==> src/rtl/md_init_pkg.sv <==
// ============================================================================
//  md_init_pkg
//  Shared record geometry, cell count and loader FSM encoding.
//  Revision: 1.0
// ============================================================================
`default_nettype none

package md_init_pkg;

   localparam int REC_WIDTH      = 96;
   localparam int REC_PER_BEAT   = 5;
   localparam int N_CELL         = 27;
   localparam int CELL_ID_WIDTH  = $clog2(N_CELL);
   localparam int SLOT_IDX_WIDTH = $clog2(REC_PER_BEAT);
   localparam int KEEP_PER_REC   = REC_WIDTH / 8;
   localparam int PAYLOAD_WIDTH  = REC_PER_BEAT * REC_WIDTH;

   // x occupies the least significant 32 bits of a record
   typedef struct packed {
      logic [31:0] z;
      logic [31:0] y;
      logic [31:0] x;
   } rec_t;

   typedef logic [1:0] state_t;
   localparam logic [1:0] ST_IDLE   = 2'd0;
   localparam logic [1:0] ST_ACCEPT = 2'd1;
   localparam logic [1:0] ST_DRAIN  = 2'd2;
   localparam logic [1:0] ST_DONE   = 2'd3;

endpackage

`default_nettype wire

==> src/rtl/h2k_slot_picker.sv <==
// ============================================================================
//  h2k_slot_picker
//  Lowest-set-bit priority encoder over the per-beat record slot mask.
//  Revision: 1.0
// ============================================================================
`default_nettype none

module h2k_slot_picker
   import md_init_pkg::*;
(
   input  logic [REC_PER_BEAT-1:0]   mask,
   output logic [SLOT_IDX_WIDTH-1:0] idx,
   output logic                      any
);

   always_comb begin
      idx = '0;
      for (int k = REC_PER_BEAT - 1; k >= 0; k--) begin
         if (mask[k]) idx = k[SLOT_IDX_WIDTH-1:0];
      end
      any = |mask;
   end

endmodule

`default_nettype wire

==> src/rtl/h2k_particle_loader.sv <==
// ============================================================================
//  h2k_particle_loader
//  Unpacks host AXI4-Stream beats into per-cell position cache writes.
//  Optional per-cell write counters: define H2K_CELL_COUNT_EN.
//  Revision: 1.0
// ============================================================================
`default_nettype none

module h2k_particle_loader
   import md_init_pkg::*;
#(
   parameter int AXIS_TDATA_WIDTH      = 512,
   parameter int STREAMING_TDEST_WIDTH = 16,
   parameter int CNT_WIDTH             = 10
) (
   input  logic                             ap_clk,
   input  logic                             ap_rst_n,
   input  logic [AXIS_TDATA_WIDTH-1:0]      S_AXIS_h2k_tdata,
   input  logic [AXIS_TDATA_WIDTH/8-1:0]    S_AXIS_h2k_tkeep,
   input  logic                             S_AXIS_h2k_tvalid,
   input  logic                             S_AXIS_h2k_tlast,
   input  logic [STREAMING_TDEST_WIDTH-1:0] S_AXIS_h2k_tdest,
   output logic                             S_AXIS_h2k_tready,
   input  logic                             i_load_en,
   output logic [REC_WIDTH-1:0]             o_rec_data,
   output logic [N_CELL-1:0]                o_cell_wen,
   input  logic [N_CELL-1:0]                i_cell_full,
   output logic                             o_load_done,
   output logic                             o_bad_dest,
`ifdef H2K_CELL_COUNT_EN
   output logic [N_CELL*CNT_WIDTH-1:0]      o_cell_cnt,
`endif
   output logic [15:0]                      o_total_cnt
);

   state_t                    state;
   logic                      tready;
   logic [PAYLOAD_WIDTH-1:0]  data_q;
   logic [REC_PER_BEAT-1:0]   mask;
   logic [CELL_ID_WIDTH-1:0]  dest_q;
   logic                      last_q;
   rec_t                      rec_q;
   logic [N_CELL-1:0]         cell_wen;
   logic                      load_done;
   logic                      bad_dest;
   logic [15:0]               total_cnt;

   logic [REC_PER_BEAT-1:0]   keep_ok;
   rec_t                      slot_rec [REC_PER_BEAT];
   logic [SLOT_IDX_WIDTH-1:0] pick_idx;
   logic                      pick_any;
   logic                      dest_bad;

   for (genvar k = 0; k < REC_PER_BEAT; k++) begin : g_slot
      assign keep_ok[k]  = &S_AXIS_h2k_tkeep[k*KEEP_PER_REC +: KEEP_PER_REC];
      assign slot_rec[k] = data_q[k*REC_WIDTH +: REC_WIDTH];
   end

   assign dest_bad = (S_AXIS_h2k_tdest >= STREAMING_TDEST_WIDTH'(N_CELL));

   h2k_slot_picker u_picker (
      .mask (mask),
      .idx  (pick_idx),
      .any  (pick_any)
   );

   always_ff @(posedge ap_clk) begin
      if (!ap_rst_n) begin
         state     <= ST_IDLE;
         tready    <= 1'b0;
         data_q    <= '0;
         mask      <= '0;
         dest_q    <= '0;
         last_q    <= 1'b0;
         rec_q     <= '0;
         cell_wen  <= '0;
         load_done <= 1'b0;
         bad_dest  <= 1'b0;
         total_cnt <= '0;
      end else begin
         cell_wen  <= '0;
         load_done <= 1'b0;
         case (state)
            ST_IDLE: begin
               if (i_load_en) begin
                  state  <= ST_ACCEPT;
                  tready <= 1'b1;
               end
            end
            ST_ACCEPT: begin
               if (S_AXIS_h2k_tvalid) begin
                  data_q <= S_AXIS_h2k_tdata[PAYLOAD_WIDTH-1:0];
                  dest_q <= S_AXIS_h2k_tdest[CELL_ID_WIDTH-1:0];
                  last_q <= S_AXIS_h2k_tlast;
                  // out-of-range cells are swallowed but still terminate a load
                  mask   <= dest_bad ? '0 : keep_ok;
                  if (dest_bad) bad_dest <= 1'b1;
                  state  <= ST_DRAIN;
                  tready <= 1'b0;
               end else if (!i_load_en) begin
                  state  <= ST_IDLE;
                  tready <= 1'b0;
               end
            end
            ST_DRAIN: begin
               if (pick_any) begin
                  if (!i_cell_full[dest_q]) begin
                     rec_q          <= slot_rec[pick_idx];
                     cell_wen       <= N_CELL'(1) << dest_q;
                     mask[pick_idx] <= 1'b0;
                     total_cnt      <= total_cnt + 16'd1;
                  end
               end else if (last_q) begin
                  state     <= ST_DONE;
                  load_done <= 1'b1;
               end else if (i_load_en) begin
                  state  <= ST_ACCEPT;
                  tready <= 1'b1;
               end else begin
                  state <= ST_IDLE;
               end
            end
            ST_DONE: state <= ST_IDLE;
            default: state <= ST_IDLE;
         endcase
      end
   end

   assign S_AXIS_h2k_tready = tready;
   assign o_rec_data        = rec_q;
   assign o_cell_wen        = cell_wen;
   assign o_load_done       = load_done;
   assign o_bad_dest        = bad_dest;
   assign o_total_cnt       = total_cnt;

`ifdef H2K_CELL_COUNT_EN
   for (genvar c = 0; c < N_CELL; c++) begin : g_cell_cnt
      logic [CNT_WIDTH-1:0] cnt;
      always_ff @(posedge ap_clk) begin
         if (!ap_rst_n || state == ST_DONE) begin
            cnt <= '0;
         end else if (cell_wen[c] && cnt != '1) begin
            cnt <= cnt + 1'b1;
         end
      end
      assign o_cell_cnt[c*CNT_WIDTH +: CNT_WIDTH] = cnt;
   end
   logic unused_bits;
   assign unused_bits = ^{S_AXIS_h2k_tdata[AXIS_TDATA_WIDTH-1:PAYLOAD_WIDTH],
                          S_AXIS_h2k_tkeep[AXIS_TDATA_WIDTH/8-1:PAYLOAD_WIDTH/8]};
`else
   logic unused_bits;
   assign unused_bits = ^{S_AXIS_h2k_tdata[AXIS_TDATA_WIDTH-1:PAYLOAD_WIDTH],
                          S_AXIS_h2k_tkeep[AXIS_TDATA_WIDTH/8-1:PAYLOAD_WIDTH/8],
                          1'(CNT_WIDTH)};
`endif

endmodule

`default_nettype wire
==> config.mk <==
export PLATFORM = sky130hd
export DESIGN_NAME = h2k_particle_loader
export DESIGN_NICKNAME = d
export VERILOG_FILES = /design/src/rtl/md_init_pkg.sv /design/src/rtl/h2k_slot_picker.sv /design/src/rtl/h2k_particle_loader.sv
export SDC_FILE = /design/constraint.sdc
export NUM_CORES = 2
export LEC_CHECK = 0
export CAP_MARGIN = 10
export CORE_AREA = 8 8 295 297
export CTS_CLUSTER_DIAMETER = 200
export DETAILED_ROUTE_END_ITERATION = 16
export DIE_AREA = 0 0 303 305
export SLEW_MARGIN = 0
export SYNTH_ARGS = -nofsm -noshare
export SYNTH_HDL_FRONTEND = slang
export SYNTH_SLANG_ARGS = --single-unit
==> constraint.sdc <==
create_clock -name ap_clk -period 2.2 [get_ports ap_clk]
set_input_delay 0.33 -clock ap_clk [delete_from_list [all_inputs] [get_ports ap_clk]]
set_output_delay 0.33 -clock ap_clk [all_outputs]
set_load 0.1 [all_outputs]
==> results.env <==
OUTCOME='complete, but fails checks'
FAILED_CHECKS='setup timing'
FMAX_MHz=432
GRT-OVFL-TOTAL=0
SYNTH_ASYNC_RESET_RATIO=0
WORSTMARGINPINSLEW_NS=0.573
WORSTREGTOREGCELLS=8
ROUTED_VIA_DENSITY=5.06
SWITCHING_POWER_uW=6320
DRT_FIRST_PASS_ITERS=5
SYNTH_FF_TYPE='dfxtp_1'
DP_HPWL_UM=79600
REPORT.FINAL.HOLD_VIOL_COUNT=0
HOLD_PATH.CLASS='in2reg'
RR_STARTPOINT='dest_q[0]$_SDFFE_PN0P_'
SETUP_VIOLATIONS=98
INITIAL_UTILIZATION=0.315
POST-ROUTE-DRC-COUNT=0
FIRST_GLOBAL_VIAS=25600
POWER.SWITCHING_FRACTION=0.235
TRITONCTS_CLOCK_TREE='done'
SYNTH_AREA_LEADER_CELL='dfxtp_1'
PATH_MAX_FANOUT=7
YOSYSWARNINGCOUNT=0
WORSTSETUPPATHTYPE='reg2reg'
REQUIRED_TIME_WORST_ENDPOINT_NS=2.73
REGISTER_AREA_UM2=12700
CAP_VIOLATIONS=0
CLOCK_SINK_COUNT=635
VDD.IR_DROP.WORST_mV=0.462
GRT_ANTENNA_BEFORE_REPAIR=14
CLOCKROOTBUFFER='clkbuf_16'
R2R_SETUP_SLK_NS=-0.11
CLOCK_POWER_SHARE=0.456
ROUTED_MET3_LENGTH_UM=8050
PRE_CTS_WS_NS=-0.483
NUMNETS_FINAL=4770
PLACEABLECOREAREA_UM2=82600
SETUP_SKEW_NS=0.0153
FP.DIEH_UM=305
CLOCK_TRANSITION_AT_THE_REGISTER_CLOCK_PINS_ON_THE_WORST_SETUP_AND_HOLD_PATHS_AFTER_CTS_NS=0.06
DIE_AREA_UM2=92400
TRACK_USAGE=0.226
FINAL_MAX_SLEW_VIOL_COUNT=0
HOLD_BUFFERS=0
POST_ROUTE_CELLS_DRIVE_ABOVE_1_SHARE=0.120
TIMING.MAX_SLEW.REL_SLACK=0.615
SYNTH_TOP_CELL_AREA_SHARE=0.489
FLOORPLAN.DIE.WIDTH_UM=303
TOTAL_WIRE_LENGTH_AFTER_DETAILED_ROUTING_UM=111000
SETUP.WORST_PATH.END='o_cell_wen[22]$_SDFF_PP0_'
RSZ_0062_RAISED_AFTER_GLOBAL_ROUTING='yes'
SYN_AVG_CELL_AREA_UM2=7.46
ANT_NETS=0
FINAL.SETUP.TNS_NS=-6.01
ROUTED_WIRE_LENGTH_PER_INSTANCE_UM=20.9
WORST_SETUP_PATH_START_KIND='flop'
INTERNAL_POWER_uW=20600
POWER_PER_UNIT_OF_STANDARD_CELL_AREA_nW_PER_UM2=710
CRITPATHLAUNCH='dest_q[0]$_SDFFE_PN0P_'
FIRST_PASS_GRT_WIRE_LENGTH_UM=162000
FP-ROW-COUNT=106
CRITICAL_PATH.REG2REG.ENDPOINT='o_cell_wen[22]$_SDFF_PP0_'
FLOP_AND_LATCH_COUNT_OUT_OF_SYNTHESIS=635
MOST_FREQUENT_CELLS_AFTER_SYNTHESIS='nand2_1, dfxtp_1, a21oi_1, clkbuf_1, nand3_1'
MULTI_INPUT_AREA_UM2=12300
SYNTH.YOSYS.SEQ_AREA_SHARE=0.489
SYNTHESIS.AREA_UM2=26000
YOSYSUNIQUECELLTYPES=51
DRT_ITER0_DRC=2151
SYNTH-EDFF-COUNT=0
POST_SYNTH_INST_COUNT=3486
SETUP_WS_NS=-0.112
FILLERINSTANCES=8278
FIN_WORST_HOLD_SLACK_NS=0.207
CTS_INSERTED_BUFFERS=73
FINALCRITICALPERIOD_NS=2.31
SYN_NETS=4111
LAYOUT_OVERHEAD_ON_THE_SYNTHESIZED_AREA_PCT=45.6
YOSYS-TOP-CELLS-AREA='dfxtp_1, nand2_1, a21oi_1'
POWER_uW=26900
SORT_OF_ELEMENT_AT_THE_END_OF_THE_CRITICAL_PATH='flop'
CLOCKBUFFERDEPTH=3
WORSTPATHARRIVAL_NS=2.84
LAYOUT_WORST_PATH_CYCLE_SHARE=1.05
DR_TOTAL_VIAS=26800
LEAKAGEPOWER_uW=0.0133
PORTBUFFERS=729
MET2_WIRE_LENGTH_UM=52300
PIN_COUNT_OF_THE_BIGGEST_NET_ENTERING_GLOBAL_ROUTING=95
HTREE_LEVELS=3
YOSYSMOSTFREQUENTCELL='nand2_1'
SEQUENTIALPOWERSHARE=0.444
FINAL_UTIL=0.459
POWER.COMBINATIONAL.FRACTION=0.100
GP_CONGESTION=0.847
WIRELENGTH_MET1_UM=47200
DR.MAX_LAYER_USED='met5'
NUM_IO_PINS=766
WORST_SKEW_PAIR_LATER_PIN_LATENCY_NS=0.60
## critical path, stage by stage, from the launching register on
cell	delay, ns
dfxtp_2	0.36
mux4_2	0.49
nand3b_1	0.12
o311ai_2	0.12
and2_4	0.22
buf_6	0.13
buf_6	0.11
or4b_4	0.59
nor2_1	0.10
## kinds of logic after synthesis
kind of cell    Yosys count  share of synthesized area
simple gates           1695                      0.263
flops                   635                      0.489
xor+xnor                  1                   0.000337
fa+ha+maj                 1                   0.000481
buf+inv                 313                     0.0511
compound gates          821                      0.186
mux                      20                    0.00976
## power groups by stage
stage          clock [µW]  combinational [µW]  sequential [µW]
6_report            12300                2680            12000
5_1_grt             13000                2890            12000
4_1_cts             12600                2680            12000
3_5_place_dp            0                2520            12200
3_3_place_gp            0                2510            12200
2_1_floorplan           0                 974            12200
## worst min path at each step
stage,from,to,slack (ns),cells past startpoint
floorplan,data_q[384]$_SDFFE_PN0P_,data_q[384]$_SDFFE_PN0P_,0.44,2
global placement,o_bad_dest$_SDFFE_PN0P_,o_bad_dest$_SDFFE_PN0P_,0.44,2
detailed placement,o_bad_dest$_SDFFE_PN0P_,o_bad_dest$_SDFFE_PN0P_,0.44,2
CTS,ap_rst_n,o_rec_data[85]$_SDFFE_PN0P_,0.18,3
global route,ap_rst_n,o_rec_data[85]$_SDFFE_PN0P_,0.21,3
finish,ap_rst_n,o_rec_data[85]$_SDFFE_PN0P_,0.21,3
## timing repair
item,in CTS,in global routing
pin swaps,17,17
gates cloned,7,2
resized for setup,70,58
buffers inserted,13,1
setup endpoints to repair,134,143
## through the flow
stage,area [µm²],cells
6_report,37900,5291
2_1_floorplan,26000,3486
3_3_place_gp,34800,5128
4_1_cts,37700,5276
3_5_place_dp,34800,5128
5_1_grt,37900,5289
## registers in the layout (all words and copies together), names as in the netlist
register / count
S_AXIS_h2k_tready: 1
data_q: 480
dest_q: 5
last_q: 1
mask: 5
o_bad_dest: 1
o_cell_wen: 27
o_load_done: 1
o_rec_data: 96
o_total_cnt: 16
state: 2
## cell usage in the layout, fill, tap and decap left out, types with 7 or more instances in the layout
| master | n |
|---|---|
| clkbuf_8 | 12 |
| mux2i_1 | 16 |
| nand2b_1 | 14 |
| a21oi_1 | 501 |
| nor2_1 | 24 |
| nand4_1 | 19 |
| buf_12 | 59 |
| nor2_2 | 13 |
| o21ai_1 | 49 |
| dfxtp_1 | 624 |
| buf_4 | 228 |
| clkbuf_16 | 75 |
| diode_2 | 13 |
| o2111ai_1 | 96 |
| o21ai_0 | 23 |
| buf_16 | 7 |
| bufinv_16 | 7 |
| o211ai_1 | 98 |
| clkinv_2 | 8 |
| nand3_1 | 202 |
| dfxtp_2 | 10 |
| clkdlybuf4s50_1 | 586 |
| o21ai_2 | 33 |
| nand2_1 | 1378 |
| clkbuf_1 | 21 |
## cell type report
class / count / share of cell area
clock buffer: 105 / 0.0543
sequential: 635 / 0.336
antenna: 13 / 0.000859
inverter: 7 / 0.000892
tap: 1080 / 0.0357
multi-input combinational: 2538 / 0.323
timing repair buffer: 890 / 0.241
clock inverter: 23 / 0.00839
## routing by layer
metal  GRT usage  up-vias
li1            -    13100
met1       0.291    12700
met2       0.372      814
met3      0.0548      167
met4      0.0664        4
met5           0        -
No activity file was read; power rests on OpenSTA's default activity.
